$ cat src/rtl/tug_of_war_core.sv
`default_nettype none
// ============================================================================
//  Module   : tug_of_war_core
//  Purpose  : Tug-of-war game engine. A single lit position on an N-light
//             bar moves left/right on one-shot player presses. A round is won
//             by pressing while the light sits on your own end. Per-side
//             scores count up to WIN_SCORE. An LFSR-driven computer opponent
//             can replace the left player.
//  Ports    : clk_i, rst_ni (async, active-low)
//             tick_i        game-rate enable; game state advances on it
//             press_l_i/r_i raw player button levels
//             cpu_en_i      computer drives the left player
//             difficulty_i  CPU press threshold (0 = never presses)
//             new_match_i   clears scores and restarts the match
//             lights_o      one-hot bar, MSB is leftmost
//             score_l_o/r_o round wins per side
//             round_win_l_o/r_o one-cycle round-win pulses
//             match_over_o, winner_o (1 = left)
//  Revision : 1.0  initial release
// ============================================================================
module tug_of_war_core #(
  parameter int NUM_LIGHTS = 9,
  parameter int SCORE_W    = 3,
  parameter int WIN_SCORE  = 7,
  parameter int HOLD_TICKS = 4
) (
  input  logic                  clk_i,
  input  logic                  rst_ni,
  input  logic                  tick_i,
  input  logic                  press_l_i,
  input  logic                  press_r_i,
  input  logic                  cpu_en_i,
  input  logic [9:0]            difficulty_i,
  input  logic                  new_match_i,
  output logic [NUM_LIGHTS-1:0] lights_o,
  output logic [SCORE_W-1:0]    score_l_o,
  output logic [SCORE_W-1:0]    score_r_o,
  output logic                  round_win_l_o,
  output logic                  round_win_r_o,
  output logic                  match_over_o,
  output logic                  winner_o
);

  localparam int PW = $clog2(NUM_LIGHTS);
  localparam int HW = $clog2(HOLD_TICKS + 1);
  localparam logic [PW-1:0]      POS_C   = PW'((NUM_LIGHTS - 1) / 2);
  localparam logic [PW-1:0]      POS_MAX = PW'(NUM_LIGHTS - 1);
  localparam logic [SCORE_W-1:0] WIN     = SCORE_W'(WIN_SCORE);
  localparam logic [HW-1:0]      HOLD_LD = HW'(HOLD_TICKS);

  typedef enum logic [1:0] {
    ST_PLAY = 2'd0,
    ST_HOLD = 2'd1,
    ST_OVER = 2'd2
  } state_t;

  // --------------------------------------------------------------------------
  // Input conditioning, edge detection and CPU opponent
  // --------------------------------------------------------------------------
  logic [1:0] sync_l_q, sync_r_q;
  logic       prev_l_q, prev_r_q;
  logic [9:0] lfsr_q;
  logic       cpu_level, level_l, level_r, pulse_l, pulse_r;

  // Carry-out of lfsr + difficulty is set exactly when difficulty > ~lfsr
  // (i.e. difficulty > 1023 - lfsr), so no adder is needed.
  assign cpu_level = (difficulty_i > ~lfsr_q);
  assign level_l   = cpu_en_i ? cpu_level : sync_l_q[1];
  assign level_r   = sync_r_q[1];
  assign pulse_l   = tick_i & level_l & ~prev_l_q;
  assign pulse_r   = tick_i & level_r & ~prev_r_q;

  always_ff @(posedge clk_i or negedge rst_ni) begin
    if (!rst_ni) begin
      sync_l_q <= '0;
      sync_r_q <= '0;
      prev_l_q <= 1'b0;
      prev_r_q <= 1'b0;
      lfsr_q   <= '0;
    end else begin
      sync_l_q <= {sync_l_q[0], press_l_i};
      sync_r_q <= {sync_r_q[0], press_r_i};
      // Previous levels sample only on ticks so one press = one pulse at game rate.
      if (tick_i) begin
        prev_l_q <= level_l;
        prev_r_q <= level_r;
        lfsr_q   <= {lfsr_q[8:0], ~(lfsr_q[9] ^ lfsr_q[6])};
      end
    end
  end

  // --------------------------------------------------------------------------
  // Game state machine
  // --------------------------------------------------------------------------
  state_t                  state_q, state_d;
  logic [PW-1:0]           pos_q, pos_d;
  logic [HW-1:0]           hold_q, hold_d;
  logic [SCORE_W-1:0]      score_l_q, score_l_d, score_r_q, score_r_d;
  logic                    rwin_l_q, rwin_l_d, rwin_r_q, rwin_r_d;
  logic                    over_q, over_d, winner_q, winner_d;
  logic [NUM_LIGHTS-1:0]   lights_q, lights_d;

  always_comb begin
    state_d   = state_q;
    pos_d     = pos_q;
    hold_d    = hold_q;
    score_l_d = score_l_q;
    score_r_d = score_r_q;
    rwin_l_d  = 1'b0;
    rwin_r_d  = 1'b0;
    over_d    = over_q;
    winner_d  = winner_q;

    if (new_match_i) begin
      state_d   = ST_PLAY;
      pos_d     = POS_C;
      hold_d    = '0;
      score_l_d = '0;
      score_r_d = '0;
      over_d    = 1'b0;
      winner_d  = 1'b0;
    end else if (tick_i) begin
      case (state_q)
        ST_PLAY: begin
          if (pulse_l && !pulse_r) begin
            if (pos_q == POS_MAX) begin
              score_l_d = score_l_q + SCORE_W'(1);
              rwin_l_d  = 1'b1;
              if (score_l_d == WIN) begin
                state_d  = ST_OVER;
                over_d   = 1'b1;
                winner_d = 1'b1;
              end else begin
                state_d = ST_HOLD;
                hold_d  = HOLD_LD;
              end
            end else begin
              pos_d = pos_q + PW'(1);
            end
          end else if (pulse_r && !pulse_l) begin
            if (pos_q == '0) begin
              score_r_d = score_r_q + SCORE_W'(1);
              rwin_r_d  = 1'b1;
              if (score_r_d == WIN) begin
                state_d  = ST_OVER;
                over_d   = 1'b1;
                winner_d = 1'b0;
              end else begin
                state_d = ST_HOLD;
                hold_d  = HOLD_LD;
              end
            end else begin
              pos_d = pos_q - PW'(1);
            end
          end
        end
        ST_HOLD: begin
          hold_d = hold_q - HW'(1);
          if (hold_q == HW'(1)) begin
            state_d = ST_PLAY;
            pos_d   = POS_C;
          end
        end
        default: ;  // ST_OVER: frozen until new match
      endcase
    end

    // Lights are derived from next state so they are registered with it.
    lights_d = '0;
    case (state_d)
      ST_PLAY: lights_d = NUM_LIGHTS'(1) << pos_d;
      ST_OVER: lights_d = winner_d ? {1'b1, {(NUM_LIGHTS-1){1'b0}}}
                                   : NUM_LIGHTS'(1);
      default: lights_d = '0;
    endcase
  end

  always_ff @(posedge clk_i or negedge rst_ni) begin
    if (!rst_ni) begin
      state_q   <= ST_PLAY;
      pos_q     <= POS_C;
      hold_q    <= '0;
      score_l_q <= '0;
      score_r_q <= '0;
      rwin_l_q  <= 1'b0;
      rwin_r_q  <= 1'b0;
      over_q    <= 1'b0;
      winner_q  <= 1'b0;
      lights_q  <= NUM_LIGHTS'(1) << POS_C;
    end else begin
      state_q   <= state_d;
      pos_q     <= pos_d;
      hold_q    <= hold_d;
      score_l_q <= score_l_d;
      score_r_q <= score_r_d;
      rwin_l_q  <= rwin_l_d;
      rwin_r_q  <= rwin_r_d;
      over_q    <= over_d;
      winner_q  <= winner_d;
      lights_q  <= lights_d;
    end
  end

  assign lights_o      = lights_q;
  assign score_l_o     = score_l_q;
  assign score_r_o     = score_r_q;
  assign round_win_l_o = rwin_l_q;
  assign round_win_r_o = rwin_r_q;
  assign match_over_o  = over_q;
  assign winner_o      = winner_q;

endmodule
`default_nettype wire

$ cat config.mk
export PLATFORM = sky130hd
export DESIGN_NAME = tug_of_war_core
export DESIGN_NICKNAME = d
export VERILOG_FILES = /design/src/rtl/tug_of_war_core.sv
export SDC_FILE = /design/constraint.sdc
export NUM_CORES = 1
export LEC_CHECK = 0
export ABC_CLOCK_PERIOD_IN_PS = 3800
export BUFFER_PORTS_ARGS = -buffer_cell sky130_fd_sc_hd__buf_2
export CAP_MARGIN = 0
export CORE_ASPECT_RATIO = 0.7
export CORE_UTILIZATION = 55
export CTS_BUF_LIST = sky130_fd_sc_hd__clkbuf_8
export CTS_CLUSTER_SIZE = 40
export DETAILED_ROUTE_END_ITERATION = 6
export PLACE_DENSITY = 0.77
export SYNTH_ARGS = -nofsm -noshare
export SYNTH_HDL_FRONTEND = slang
export SYNTH_SLANG_ARGS = --single-unit
$ cat constraint.sdc
create_clock -name clk_i -period 3.8 [get_ports clk_i]
set_input_delay 0.19 -clock clk_i [delete_from_list [all_inputs] [get_ports clk_i]]
set_output_delay 0.19 -clock clk_i [all_outputs]
set_load 0.01 [all_outputs]
==> summary.md, run 1 <==
| Metric | Value |
|---|---|
| Status | finished, final reports clean |
| YS warnings | 0 |
| HPWL Detailed | 3.60 mm |
| DR WL/cell | ~14 um |
| DR pass1 iterations | 4 |
| CTS sink cnt | 44 |
| Register bit total from synthesis | between 40 and 50 |
| Max Fclk | roughly 340 MHz |
| Layout fillers | about 370 |
| Main flop type after synthesis | dfrtp_1 |
| Initial Util | between 50 and 60% |
| Max-Cap Viols | 0 |
| Syn_nets | 284 |
| Routability Congestion | between 0.9 and 1 |
| Row Count | 20 |
| Vias | roughly 2.0k |
| Fin. max-slew vios | 0 |
| Syn Area/Cell | slightly above 10 um2 |
| Die area | ~4900 um2 |
| Global route overflow | 0 |
| Final Cycle Share | 76.4% |
| Remaining DRCs | 0 |
| CTS Buffer Depth | 2 |
| Clock skew | 8.06 ps |
| RSZ-0062 raised after global routing | false |
| Worst IR Drop VDD | 338 uV |
| Post-synthesis sequential area ratio | between 40% and 50% |
| Commonest cells after routing, fill and taps aside | 42 x dfrtp_1, 35 x buf_2, 25 x nor2_1, 18 x nand2_1, 18 x ha_1 |
| Synth Instances | approximately 250 |
| Critical path required time | slightly above 4000 ps |
| Worst min path class | in2async |
| Slew HR | between 30 and 40% |
| Worst-path fanout max | 7 |
| Port buffer count | 35 |
| TNS Setup | 0 ps |
| # resized after CTS | 0 |
| Detail Route Antenna Nets | 0 |
| Clock Latency Late Sink | about 300 ps |
| DRT Wirelength | 4.92 mm |
| Core outline area | between 4000 and 5000 um2 |
| CTS H-tree depth | 2 |
| CTS tree | built |
| Final min period | about 2900 ps |
| Worst Max-Slew Pin Slew | approximately 940 ps |
| Area delta synth->final | 13.0% |
| CP max-delay cell | a221o_1 |
| Net count, final | ~320 |
| Largest net degree at the start of global routing | 45 |
| Yosys cell types | 52 |
| Reg clk slew, reported paths | approximately 80 ps |
| Crit path largest cell delay | 440 ps |
| Layout cells sized above 1 | between 20 and 30% |
| Die Wd | 83.2 um |
| Num ports | 36 |
| Cell Area, Synth | 2540 um2 |
| First-pass GRT wire length | roughly 8.3 mm |
| Final hold vios | 0 |
| Vias in the first global route | 1791 |
| Critical Path Sink Type | flip-flop |
| CP Buf/Inv Count | 0 |
| Delay-heaviest family, CP | compound AO/OA/AOI/OAI gates |
| 1st-iter DRT viols | ~110 |
| Tot GR Track Use | approximately 22% |
| Crit path arrival time | around 3100 ps |
| Antenna violations before repair | 0 |
| Final setup fails | 0 |
| CP dominant cell by count | a21o_1 |
| Avg Vias per Cell | ~5.8 |
| Leakage | between 1 and 1.5 nW |
| Die H | slightly below 60 um |
| CTS buffer count | 5 |
| Startpoint Class | flip-flop |
| Pwr Density | ~450 nW/um2 |
| Leading cell type in the layout, fill and taps excluded | dfrtp_1 |
| Crit-path cells | ha_1 > a21o_1 > a21o_1 > a221o_1 > a21oi_4 > o22ai_1 > a2111oi_2 > nor2_1 > nor3_2 > and3b_1 |
| EDFF count, synth | 0 |
| Async SR Flop Fraction | between 90% and 100% |
| Tot Pwr | 1.29 mW |
| Root buffer cell | clkbuf_8 |
| WS Path Type | reg2reg |
| Antenna diode count | 0 |
-- path summary, 6_finish.rpt --
path	from	end	slack [ps]	cells past startpoint
min in group clk_i	cpu_en_i	prev_l_q	230	3
max in group asynchronous	rst_ni	sync_r_q[1]	3180	1
hold / removal	rst_ni	lfsr_q[2]	30	1
setup / recovery	lfsr_q[3]	lights_o[2]	900	10
hold reg to reg	sync_l_q[0]	sync_l_q[1]	350	0
setup reg to reg	lfsr_q[3]	lights_o[2]	900	10
-- layer usage --
metal / track usage [%] / part of all wire [%] / wire [um] / vias to the layer above
li1: - / - / - / 973
met1: 32.7 / 52 / 2550 / 944
met5: 0 / 0 / 0 / -
met4: 6.40 / 0.57 / 28 / 0
met2: 31.1 / 41 / 2030 / 54
met3: 6.73 / 6.3 / 309 / 4
-- layout make-up --
cell class,count,area (um2),area share [%]
inverter,17,63.8,2.22
sequential,44,1100,38.4
timing repair buffer,37,195,6.80
clock buffer,6,82.6,2.88
clock inverter,2,10.0,0.349
tap,55,68.8,2.40
multi-input combinational,182,1350,46.9
-- flip-flops by register name (all words and copies together) (netlist names) --
name           flops
hold_q             3
lfsr_q            10
lights_o           9
match_over_o       1
pos_q              4
prev_l_q           1
prev_r_q           1
round_win_l_o      1
round_win_r_o      1
score_l_o          3
score_r_o          3
state_q            2
sync_l_q           2
sync_r_q           2
winner_o           1
-- cell families after synthesis --
group / synth area share, %
buffers and inverters: 3.55
and+or+nand+nor: 20.0
DFF: 43.4
xor gates and xnor gates: 2.76
adders and majority gates: 8.86
muxes: 6.20
AOI/OAI and AO/OA: 15.2
-- synth_stat cells, types with 3 or more instances --
library cell	number	share of area, %
nor3_1	9	1.8
o21ai_0	4	0.79
nand4_1	5	1.2
ha_1	18	8.9
inv_1	17	2.5
or3_1	3	0.74
nand3b_1	4	1.2
a31oi_1	4	0.98
xnor2_1	4	1.4
a21o_1	5	1.5
mux2i_1	3	1.2
nor4_1	6	1.5
clkbuf_1	5	0.74
xor2_1	4	1.4
nand2_1	18	2.7
nand3_1	5	0.98
dfrtp_1	42	41
mux2_2	10	4.4
nor2_1	25	3.7
a21oi_1	11	2.2
nor3_2	4	1.6
-- where the power goes --
group | leakage, nW | internal, mW | switching, mW
sequential | 0.574 | 0.541 | 0.0600
combinational | 0.769 | 0.175 | 0.215
clock | 0.0510 | 0.145 | 0.154
-- through the flow --
step	hold WS (ps)	instance area [um2]	std cells	setup slack, ps	utilization, %
after floorplan	-106	2540	249	1110	-
after global placement	297	2760	333	956	63.0
after detailed placement	299	2760	333	906	63.0
after CTS	63.9	2870	343	904	65.6
after global routing	117	2870	343	694	65.6
final	30.0	2870	343	897	65.6
-- repair_timing --
item                       in CTS  in global routing
hold buffers                    2                  0
hold endpoints to repair        2                  0
setup endpoints to repair       0                  0
buffers inserted                0                  0
Note: power is estimated with default switching activity, not from simulation.
==> inputs of run 2 (changes only) <==
--- a/config.mk
+++ b/config.mk
@@ -5,7 +5,7 @@
 export SDC_FILE = /design/constraint.sdc
 export NUM_CORES = 1
 export LEC_CHECK = 0
-export ABC_CLOCK_PERIOD_IN_PS = 3800
+export ABC_CLOCK_PERIOD_IN_PS = 2900
 export BUFFER_PORTS_ARGS = -buffer_cell sky130_fd_sc_hd__buf_2
 export CAP_MARGIN = 0
 export CORE_ASPECT_RATIO = 0.7
==> constraint.sdc (replaced) <==
create_clock -name clk_i -period 2.9 [get_ports clk_i]
set_input_delay 0.145 -clock clk_i [delete_from_list [all_inputs] [get_ports clk_i]]
set_output_delay 0.145 -clock clk_i [all_outputs]
set_load 0.01 [all_outputs]
==> run 2 against run 1 <==
  * Largest cell class unchanged
  * Worst setup slack lost 890 ps
  * Largest power group unchanged
  * Global-route usage rose by 2.5 points
  * The flow now finishes with violations (hold timing)
  * Critical endpoint is now lights_o[8]
  * Sequential share of layout area fell by 3.6 points
  * Combinational power rose by 90%
  * Via count increased by 8.4%
  * Total power increased by 50%
  * Clock skew is 2.4 ps lower
  * Routed wire length is 24% higher
  * Clock-buffer cell count unchanged
  * Die area unchanged
  * Worst hold slack worse by 45 ps
  * Sequential power is 32% higher
==> summary.md, run 2 (same netlist as run 1, synthesis figures left out) <==
| Metric | Value |
|---|---|
| Status | complete, but fails checks |
| Failing checks | hold timing |
| Remaining DRCs | 0 |
| Startpoint Class | flip-flop |
| Internal | 1.26 mW |
| Die area | around 5000 um2 |
| Worst IR Drop VDD | 460 uV |
| Reg clk slew, reported paths | 80 ps |
| Antenna violations before repair | 0 |
| Global route overflow | 0 |
| Worst-path fanout max | 6 |
| Port buffer count | 35 |
| Final setup fails | 0 |
| CTS Buffer Depth | 2 |
| CTS tree | built |
| Leading cell type in the layout, fill and taps excluded | dfrtp_1 |
| Flop-to-flop setup slack | around 6.4 ps |
| Max-Cap Viols | 0 |
| Die H | 58.9 um |
| Critical Path Sink Type | flip-flop |
| Tot Pwr | ~1.9 mW |
| Pwr Density | slightly above 600 nW/um2 |
| RSZ-0062 raised after global routing | true |
| CTS buffer count | 5 |
| Layout cells sized above 1 | around a third |
| Final hold vios | 25 |
| 1st-iter DRT viols | 248 |
| Root buffer cell | clkbuf_8 |
| Min Hold Slack | -15.2 ps |
| Initial Util | just under 60% |
| Multi-input logic area | 1490 um2 |
| Gate power share | 38.2% |
| Biggest register | lfsr_q |
| Worst Max-Slew Pin Slew | about 940 ps |
| Final min period | a little under 3000 ps |
| DRT Wirelength | between 6 and 7 mm |
| Switch Pwr | slightly below 700 uW |
| WS Path Type | reg2reg |
| Final worst slack | around 6.4 ps |
| Largest net degree at the start of global routing | 45 |
| Max Fclk | ~350 MHz |
| Routability Congestion | around 0.91 |
| Setup slack at placement | -21.9 ps |
| FF+latch area | 1100 um2 |
| HPWL Detailed | 3.93 mm |
| Largest register FFs | 10 |
| Slew HR | 37.5% |
| Num ports | 36 |
| Vias in the first global route | slightly above 2k |
| Worst min path class | in2async |
| Antenna diode count | 0 |
| Commonest cells after routing, fill and taps aside | 42 x dfrtp_1, 35 x buf_2, 22 x nor2_1 |
| DR WL/cell | approximately 17 um |
| Critical path required time | around 3100 ps |
| First-pass GRT wire length | approximately 9.4 mm |
| Fin. max-slew vios | 0 |
| Worst r2r src | lfsr_q[9] |
| CTS sink cnt | 44 |
| DR pass1 iterations | 4 |
| Clock skew | about 5.6 ps |
| Layout fillers | around 310 |
| Tot GR Track Use | around a quarter |
| Vias | 2140 |
| Switching share of power | a little over a third |
| Crit path arrival time | around 3100 ps |
| Clock Latency Late Sink | approximately 300 ps |
| Area delta synth->final | 24.5% |
| Leakage | approximately 1.5 nW |
| Die Wd | 83.2 um |
| Final Cycle Share | approximately 100% |
| Sequential share of power | between 40% and 50% |
| Detail Route Antenna Nets | 0 |
| Reg2reg path depth | 11 |
| Core outline area | ~4400 um2 |
| Worst r2r dst | lights_o[8] |
| Row Count | 20 |
| Clock share of power | between 20% and 30% |
| Net count, final | around 340 |
| Avg Vias per Cell | roughly 6 |
| CTS H-tree depth | 2 |
[run 2: worst max-delay path: stages (launching register included)]
cell	delay [ps]
dfrtp_1	440
ha_4	280
nand4_1	140
buf_4	160
nor3_4	50
or3_4	400
o211ai_4	260
nor2_4	60
o211a_1	270
o31ai_4	360
and4b_1	250
o2bb2ai_1	120
[run 2: power groups by stage]
stage	Combinational [mW]	Clock, mW	Sequential [mW]
global placement	0.506	0	0.789
global route	0.802	0.433	0.809
detailed placement	0.525	0	0.795
finish	0.739	0.401	0.794
CTS	0.547	0.404	0.783
floorplan	0.397	0	0.775
[run 2: cell type report]
cell class	instances	share of cell area (%)
multi-input combinational	182	47.1
sequential	44	34.9
timing repair buffer	56	10.9
clock buffer	6	2.61
tap	55	2.17
inverter	17	2.02
clock inverter	2	0.316
[run 2: metrics by stage]
| step | std cells | hold slack [ps] | setup TNS [ps] | area (um2) | utilization, % |
|---|---|---|---|---|---|
| floorplan | 249 | -151 | 0 | 2540 | - |
| finish | 362 | -15.2 | 0 | 3160 | 72.3 |
| CTS | 355 | 25.2 | 0 | 2960 | 67.6 |
| detailed placement | 340 | 254 | -21.9 | 2810 | 64.2 |
| global route | 362 | 76.9 | -1060 | 3160 | 72.3 |
| global placement | 340 | 252 | 0 | 2810 | 64.2 |
[run 2: worst max path at each step]
stage,cells past startpoint,endpoint,startpoint,slack (ps)
6_report,11,lights_o[8],lfsr_q[9],6
5_1_grt,11,lights_o[0],lfsr_q[9],-150
4_1_cts,10,lights_o[8],lfsr_q[9],10
3_5_place_dp,10,lights_o[8],lfsr_q[9],-20
3_3_place_gp,10,lights_o[8],lfsr_q[9],50
2_1_floorplan,10,lights_o[8],lfsr_q[9],210
[run 2: layer usage]
layer / routed length, um / track usage [%] / up-vias
met5: 0 / 0 / -
met4: 178 / 7.14 / 0
met3: 401 / 5.05 / 20
li1: - / - / 1003
met1: 2780 / 35.3 / 1030
met2: 2750 / 38.1 / 87
[run 2: what timing repair did]
| action | in CTS | in global routing |
|---|---|---|
| setup buffers | 5 | 7 |
| pin swaps | 3 | 18 |
| hold buffers | 2 | 0 |
| gates resized for setup | 0 | 25 |
| endpoints found under the setup margin | 3 | 12 |
| hold endpoints to repair | 2 | 0 |
